==> src/rtl/sram_bist_pkg.sv <==
// sram_bist shared definitions: state codes, test pattern,
// default request timing (also used by the sram_ctrl bench).
package sram_bist_pkg;

  typedef logic [2:0] state_t;

  localparam state_t S_IDLE    = 3'd0;
  localparam state_t S_WR      = 3'd1;
  localparam state_t S_WR_WAIT = 3'd2;
  localparam state_t S_RD      = 3'd3;
  localparam state_t S_RD_WAIT = 3'd4;
  localparam state_t S_FAIL    = 3'd5;

  localparam int unsigned WR_GAP_DEF = 4;
  localparam int unsigned RD_LAT_DEF = 3;
  localparam int unsigned RD_GAP_DEF = 5;

  // Odd passes write the complement of even passes.
  function automatic logic [7:0] sram_bist_exp(
    input logic [14:0] addr,
    input logic        p
  );
    return addr[7:0] ^ {1'b0, addr[14:8]} ^ {8{p}};
  endfunction

endpackage

==> src/rtl/sram_bist_cmp.sv <==
// sram_bist read-back checker: tracks the outstanding read and
// flags a mismatch in the cycle its data is valid.
module sram_bist_cmp
  import sram_bist_pkg::*;
#(
  parameter int unsigned ADDR_W = 15,
  parameter int unsigned DATA_W = 8,
  parameter int unsigned RD_LAT = RD_LAT_DEF
) (
  input  logic              clk,
  input  logic              rst,
  input  logic              rreq,
  input  logic [ADDR_W-1:0] raddr,
  input  logic [DATA_W-1:0] rexp,
  input  logic [DATA_W-1:0] rdata,
  output logic              mismatch,
  output logic [ADDR_W-1:0] fail_addr,
  output logic [DATA_W-1:0] fail_data
);

  logic [RD_LAT-1:0] vld;
  logic [ADDR_W-1:0] addr_q;
  logic [DATA_W-1:0] exp_q;

  assign mismatch = vld[RD_LAT-1] && (rdata != exp_q);

  always_ff @(posedge clk) begin
    if (!rst) begin
      vld       <= '0;
      addr_q    <= '0;
      exp_q     <= '0;
      fail_addr <= '0;
      fail_data <= '0;
    end else begin
      vld[0] <= rreq;
      for (int i = 1; i < RD_LAT; i++)
        vld[i] <= vld[i-1];
      if (rreq) begin
        addr_q <= raddr;
        exp_q  <= rexp;
      end
      if (mismatch) begin
        fail_addr <= addr_q;
        fail_data <= rdata;
      end
    end
  end

endmodule

==> src/rtl/sram_bist.sv <==
// sram_bist: write/read-back march over the SRAM, repeated
// pass after pass until stopped or until the first mismatch.
module sram_bist
  import sram_bist_pkg::*;
#(
  parameter int unsigned ADDR_W    = 15,
  parameter int unsigned DATA_W    = 8,
  parameter int unsigned ADDR_LAST = 32767,
  parameter int unsigned WR_GAP    = WR_GAP_DEF,
  parameter int unsigned RD_LAT    = RD_LAT_DEF,
  parameter int unsigned RD_GAP    = RD_GAP_DEF
) (
  input  logic              clk,
  input  logic              rst,
  input  logic              run,
  output logic              sram_wreq,
  output logic [ADDR_W-1:0] sram_waddr,
  output logic [DATA_W-1:0] sram_wdata,
  output logic              sram_rreq,
  output logic [ADDR_W-1:0] sram_raddr,
  input  logic [DATA_W-1:0] sram_rdata,
  output logic              led,
  output logic              busy,
  output logic              fail,
  output logic [15:0]       pass_cnt,
  output logic [ADDR_W-1:0] fail_addr,
  output logic [DATA_W-1:0] fail_data
);

  localparam logic [ADDR_W-1:0] LAST = ADDR_W'(ADDR_LAST);
  localparam logic [7:0] WR_END = 8'(WR_GAP - 2);
  localparam logic [7:0] RD_END = 8'(RD_GAP - 2);

  state_t state, state_d;
  logic [ADDR_W-1:0] addr, addr_d;
  logic [7:0] cnt, cnt_d;
  logic pass_done, mismatch;
  logic [15:0] pcnt_d;
  logic wreq_q, rreq_q, wreq_d, rreq_d;
  logic [DATA_W-1:0] wdata_d, rexp;

  always_ff @(posedge clk) begin
    if (!rst) begin
      state <= S_IDLE;
      addr  <= '0;
      cnt   <= '0;
    end else begin
      state <= state_d;
      addr  <= addr_d;
      cnt   <= cnt_d;
    end
  end

  always_comb begin
    state_d   = state;
    addr_d    = addr;
    cnt_d     = cnt;
    pass_done = 1'b0;
    unique case (state)
      S_IDLE: begin
        if (run) begin
          state_d = S_WR;
          addr_d  = '0;
        end
      end
      S_WR: begin
        state_d = S_WR_WAIT;
        cnt_d   = '0;
      end
      S_WR_WAIT: begin
        if (cnt == WR_END) begin
          cnt_d = '0;
          if (addr < LAST) begin
            addr_d  = addr + ADDR_W'(1);
            state_d = S_WR;
          end else begin
            addr_d  = '0;
            state_d = S_RD;
          end
        end else begin
          cnt_d = cnt + 8'd1;
        end
      end
      S_RD: begin
        state_d = S_RD_WAIT;
        cnt_d   = '0;
      end
      S_RD_WAIT: begin
        if (mismatch) begin
          state_d = S_FAIL;
        end else if (cnt == RD_END) begin
          cnt_d = '0;
          if (addr < LAST) begin
            addr_d  = addr + ADDR_W'(1);
            state_d = S_RD;
          end else begin
            addr_d    = '0;
            pass_done = 1'b1;
            state_d   = run ? S_WR : S_IDLE;
          end
        end else begin
          cnt_d = cnt + 8'd1;
        end
      end
      S_FAIL: state_d = S_FAIL;
      default: state_d = S_IDLE;
    endcase
  end

  // Write data of a new pass must already use the bumped count.
  always_comb begin
    pcnt_d  = pass_cnt + 16'(pass_done);
    wreq_d  = (state_d == S_WR);
    rreq_d  = (state_d == S_RD);
    wdata_d = DATA_W'(sram_bist_exp(15'(addr_d), pcnt_d[0]));
  end

  always_ff @(posedge clk) begin
    if (!rst) begin
      wreq_q     <= 1'b0;
      rreq_q     <= 1'b0;
      sram_waddr <= '0;
      sram_wdata <= '0;
      sram_raddr <= '0;
      pass_cnt   <= '0;
      led        <= 1'b0;
      fail       <= 1'b0;
    end else begin
      wreq_q   <= wreq_d;
      rreq_q   <= rreq_d;
      pass_cnt <= pcnt_d;
      if (wreq_d) begin
        sram_waddr <= addr_d;
        sram_wdata <= wdata_d;
      end
      if (rreq_d)
        sram_raddr <= addr_d;
      if (state_d == S_FAIL) begin
        led  <= 1'b0;
        fail <= 1'b1;
      end else if (pass_done) begin
        led <= ~led;
      end
    end
  end

  // Requests are suppressed in any cycle reset is held.
  assign sram_wreq = wreq_q & rst;
  assign sram_rreq = rreq_q & rst;
  assign busy = (state != S_IDLE) && (state != S_FAIL);
  assign rexp = DATA_W'(sram_bist_exp(15'(sram_raddr), pass_cnt[0]));

  sram_bist_cmp #(
    .ADDR_W (ADDR_W),
    .DATA_W (DATA_W),
    .RD_LAT (RD_LAT)
  ) u_cmp (
    .clk       (clk),
    .rst       (rst),
    .rreq      (rreq_q),
    .raddr     (sram_raddr),
    .rexp      (rexp),
    .rdata     (sram_rdata),
    .mismatch  (mismatch),
    .fail_addr (fail_addr),
    .fail_data (fail_data)
  );

endmodule
==> config.mk <==
export PLATFORM = sky130hd
export DESIGN_NAME = sram_bist
export DESIGN_NICKNAME = d
export VERILOG_FILES = /design/src/rtl/sram_bist_pkg.sv /design/src/rtl/sram_bist_cmp.sv /design/src/rtl/sram_bist.sv
export SDC_FILE = /design/constraint.sdc
export NUM_CORES = 1
export LEC_CHECK = 0
export CAP_MARGIN = 20
export CORE_MARGIN = 4
export CORE_UTILIZATION = 52
export DETAILED_ROUTE_END_ITERATION = 12
export PLACE_DENSITY = 0.77
export RECOVER_POWER = 100
export SLEW_MARGIN = 20
export SYNTH_ARGS = -nofsm -noshare
export SYNTH_HDL_FRONTEND = slang
export SYNTH_SLANG_ARGS = --single-unit
==> constraint.sdc <==
create_clock -name clk -period 4.2 [get_ports clk]
set_clock_uncertainty 0.1 [all_clocks]
set_input_delay 0.84 -clock clk [delete_from_list [all_inputs] [get_ports clk]]
set_output_delay 0.84 -clock clk [all_outputs]
set_load 0.005 [all_outputs]
==> out/results.ini <==
[clock_tree]
cts_tree = done
clk_pin_slew_ps = 60
ctsResizeCount = 0
cts.sinks = 133
clk_latency_ps = 420
ctsLongestPathBuffers = 2
cts_buffers = 17
cts_root_buf = clkbuf_16
post-cts-setup-buffers = 0
htreeDepth = 4
ctsHoldBuffers = 0

[timing]
whs_ps = 330.2
tns_ps = 0
slew_violations = 0
finalCriticalPeriod_ps = 3782
setup_viol = 0
rsz0062_at_grt = no
worst_pin_slew_ps = 944.7
timing.fmax_mhz = 264.4
max_slew_margin_pct = 36.95
hold_viol = 0
fin_crit_sh_pct = 90.05

[synth]
syn-mean-instance-area_um2 = 8.657
synth_area_leaders = dfxtp_1 (45%), nor2_1 (6.2%), xnor2_1 (4.9%), nand2_1 (4.6%), mux2i_1 (4.1%)
synthFlopType = dfxtp_1
syn_nets = 698
yosys.area.top_type = dfxtp_1
yosys_warnings = 0
synth_area_mm2 = 0.005904
synth_edf_count = 0
synth.top_cell.area_share_pct = 45.09
synth_cells = 682
ys_seq_area_share_pct = 45.09
ys_ff_latch = 133
ys_async_sr_fraction_pct = 0
yosysUniqueCellTypes = 66

[cells_and_area]
nets = 783
synthToLayoutAreaGrowth_pct = 27.12
layout-drive-gt1-share_pct = 7.436
post-route-util_pct = 68.34
antennaDiodeCount = 0

[drt]
routed_wl_um = 16410
drt_iter0_drc = 522
top_layer = met4
vias_per_cell = 5.802
vias = 5338
met2_length_um = 7855
routed-wl-met3_um = 1089
drc = 0
wl_per_cell_um = 17.84
drt.antenna.violating_nets = 0
met1_length_um = 7081
drt_pass1_iterations = 5

[worst_setup_path]
crit_family = simple AND/OR/NAND/NOR gates
worst_ep_arrival_time_ps = 4040
critical_path_class = input port to flop
r2r_cells = 8
worstPathCellList = dlygate4sd3_1 -> xnor2_1 -> nand4_1 -> clkbuf_1 -> o211ai_2 -> nand2_1 -> a22oi_2 -> xnor2_1 -> or4b_1 -> nand3_1
reg2reg_to = sram_wdata[3]$_SDFFE_PN0N_
path_common_cell = xnor2_1
cpPeakStageDelay_ps = 600
cp_slowest_cell = a22oi_2
r2r-start = cnt[2]$_SDFFE_PN0P_
end_kind = flop
crit_required_ps = 4460
r2r_slack_ps = 620
start_kind = input port
cp-startpoint = sram_rdata[3]
critPathBufInv = 2
cp_max_fo = 14

[worst_hold_path]
min_path_cells = 1
hp-class = flop to flop
holdPathEnd = u_cmp.vld[2]$_SDFF_PN0_
min_from = u_cmp.vld[1]$_SDFF_PN0_

[placement]
port-buffer-count = 92
place_congestion = 0.9216
dp_hpwl_um = 11540

[pwr]
power.internal_w = 0.002365
p_seq_share_pct = 42.9
power_frac_clock_pct = 43.4
swShare_pct = 27.47
combPwrFrac_pct = 13.7
p_sw_w = 0.0008957
peakVddDrop_mv = 0.3381
p_per_area_mw_per_mm2 = 434.4
p_leak_nw = 2.849

[global_routing]
grt_first_pass_wirelength_um = 26960
grt_max_degree = 88
first_global_vias = 5254
grt_use_total_pct = 26.16
overflow = 0
antenna_found_initial = 0

[die]
core_area_mm2 = 0.01098
fp.dieH_um = 114.6
io_pins = 93
chipWidth_um = 114.6
start_util_pct = 53.76
die-area_mm2 = 0.01312
fp-row-count = 38

[job]
cap_viol_max_count = 0

[status]
outcome = finished clean

stage by stage:
stage,total power (W),instances,cell area (um^2),worst slack (ps)
after floorplan,0.001677,682,5904,573.6
after global placement,0.001883,888,6980,438.1
after detailed placement,0.001897,888,6980,305.0
after CTS,0.003304,920,7548,729.7
after global routing,0.003391,920,7506,228.6
final,0.003260,920,7506,418.1
worst max-delay path by stage:
stage | end | slack, ps | cells past startpoint
after detailed placement | sram_wdata[5]$_SDFFE_PN0N_ | 310 | 15
after floorplan | sram_wdata[5]$_SDFFE_PN0N_ | 570 | 16
after global placement | sram_wdata[5]$_SDFFE_PN0N_ | 440 | 15
final | sram_wdata[3]$_SDFFE_PN0N_ | 420 | 10
after CTS | sram_wdata[5]$_SDFFE_PN0N_ | 730 | 15
after global routing | sram_wdata[3]$_SDFFE_PN0N_ | 230 | 10
layout make-up:
cell class	instances	area (um^2)
fill	878	3477
multi-input combinational	498	3020
sequential	133	2663
timing repair buffer	109	1050
clock buffer	19	442.9
tap	140	175.2
clock inverter	13	125.1
inverter	8	30.03
metal layers:
metal,GRT usage [%],vias to the layer above
met5,0,-
met4,9.897,0
met3,6.342,31
met2,42.76,187
met1,33.37,2557
li1,-,2563
layout by cell type, fill, tap and decap left out, types with 4 or more instances in the layout:
cell and instances:
buf_4 12, nor2_1 98, clkbuf_16 17, and2_0 5
mux2i_1 24, or3_1 10, and4_1 4, nor4_1 6
clkdlybuf4s50_1 10, xnor2_1 33, dfxtp_1 133, and2_1 8
and3_1 11, nor3_1 11, nand2b_1 6, inv_1 7
nand2_1 74, clkinvlp_4 4, clkbuf_1 4, nand4_1 14
dlygate4sd3_1 82, a21oi_1 47, a211oi_1 31, o211ai_1 4
o21ai_0 19, ha_1 5, nand3_1 23, xor2_1 15
sequential cells by signal, summed over array words and instances (netlist names), 15 cells and up:
register / count
sram_raddr: 15
addr: 15
u_cmp.addr_q: 15
u_cmp.fail_addr: 15
sram_waddr: 15
pass_cnt: 16
power groups by stage:
stage          Sequential (W)  Clock [W]  Combinational [W]
2_1_floorplan         0.00140          0           0.000273
3_3_place_gp          0.00143          0           0.000457
3_5_place_dp          0.00143          0           0.000471
4_1_cts               0.00140    0.00143           0.000475
5_1_grt               0.00141    0.00149           0.000491
6_report              0.00140    0.00142           0.000446
cell usage after synthesis (2+ instances only):
cell / n
a21oi_1: 47
nand3_1: 23
nand2_1: 73
or3_1: 10
clkbuf_1: 35
o21ai_0: 16
a221oi_2: 2
buf_4: 2
nor3_1: 11
o21ai_1: 4
ha_1: 5
and3_1: 11
nor2_1: 98
nor4_1: 6
or4_1: 2
mux2i_1: 24
o22ai_1: 3
a211o_1: 2
o21bai_1: 3
nand2b_1: 6
dfxtp_1: 133
o31ai_1: 2
and4_1: 4
buf_2: 5
a21o_1: 3
o211ai_1: 4
a211oi_1: 31
xnor2_1: 33
inv_1: 7
nand4_1: 14
a21boi_1: 2
and2_1: 13
xor2_1: 15
logic make-up (layout without fill, tap and decap cells):
group / Yosys count / count (layout) / share of synthesized area (%)
mux: 25 / 25 / 4.259
fa+ha+maj: 5 / 5 / 1.060
flops: 133 / 133 / 45.09
xor+xnor: 49 / 49 / 7.502
simple gates: 282 / 282 / 22.82
compound gates: 137 / 137 / 15.79
buf+inv: 51 / 149 / 3.475
Power figures use the tool's default switching activity.
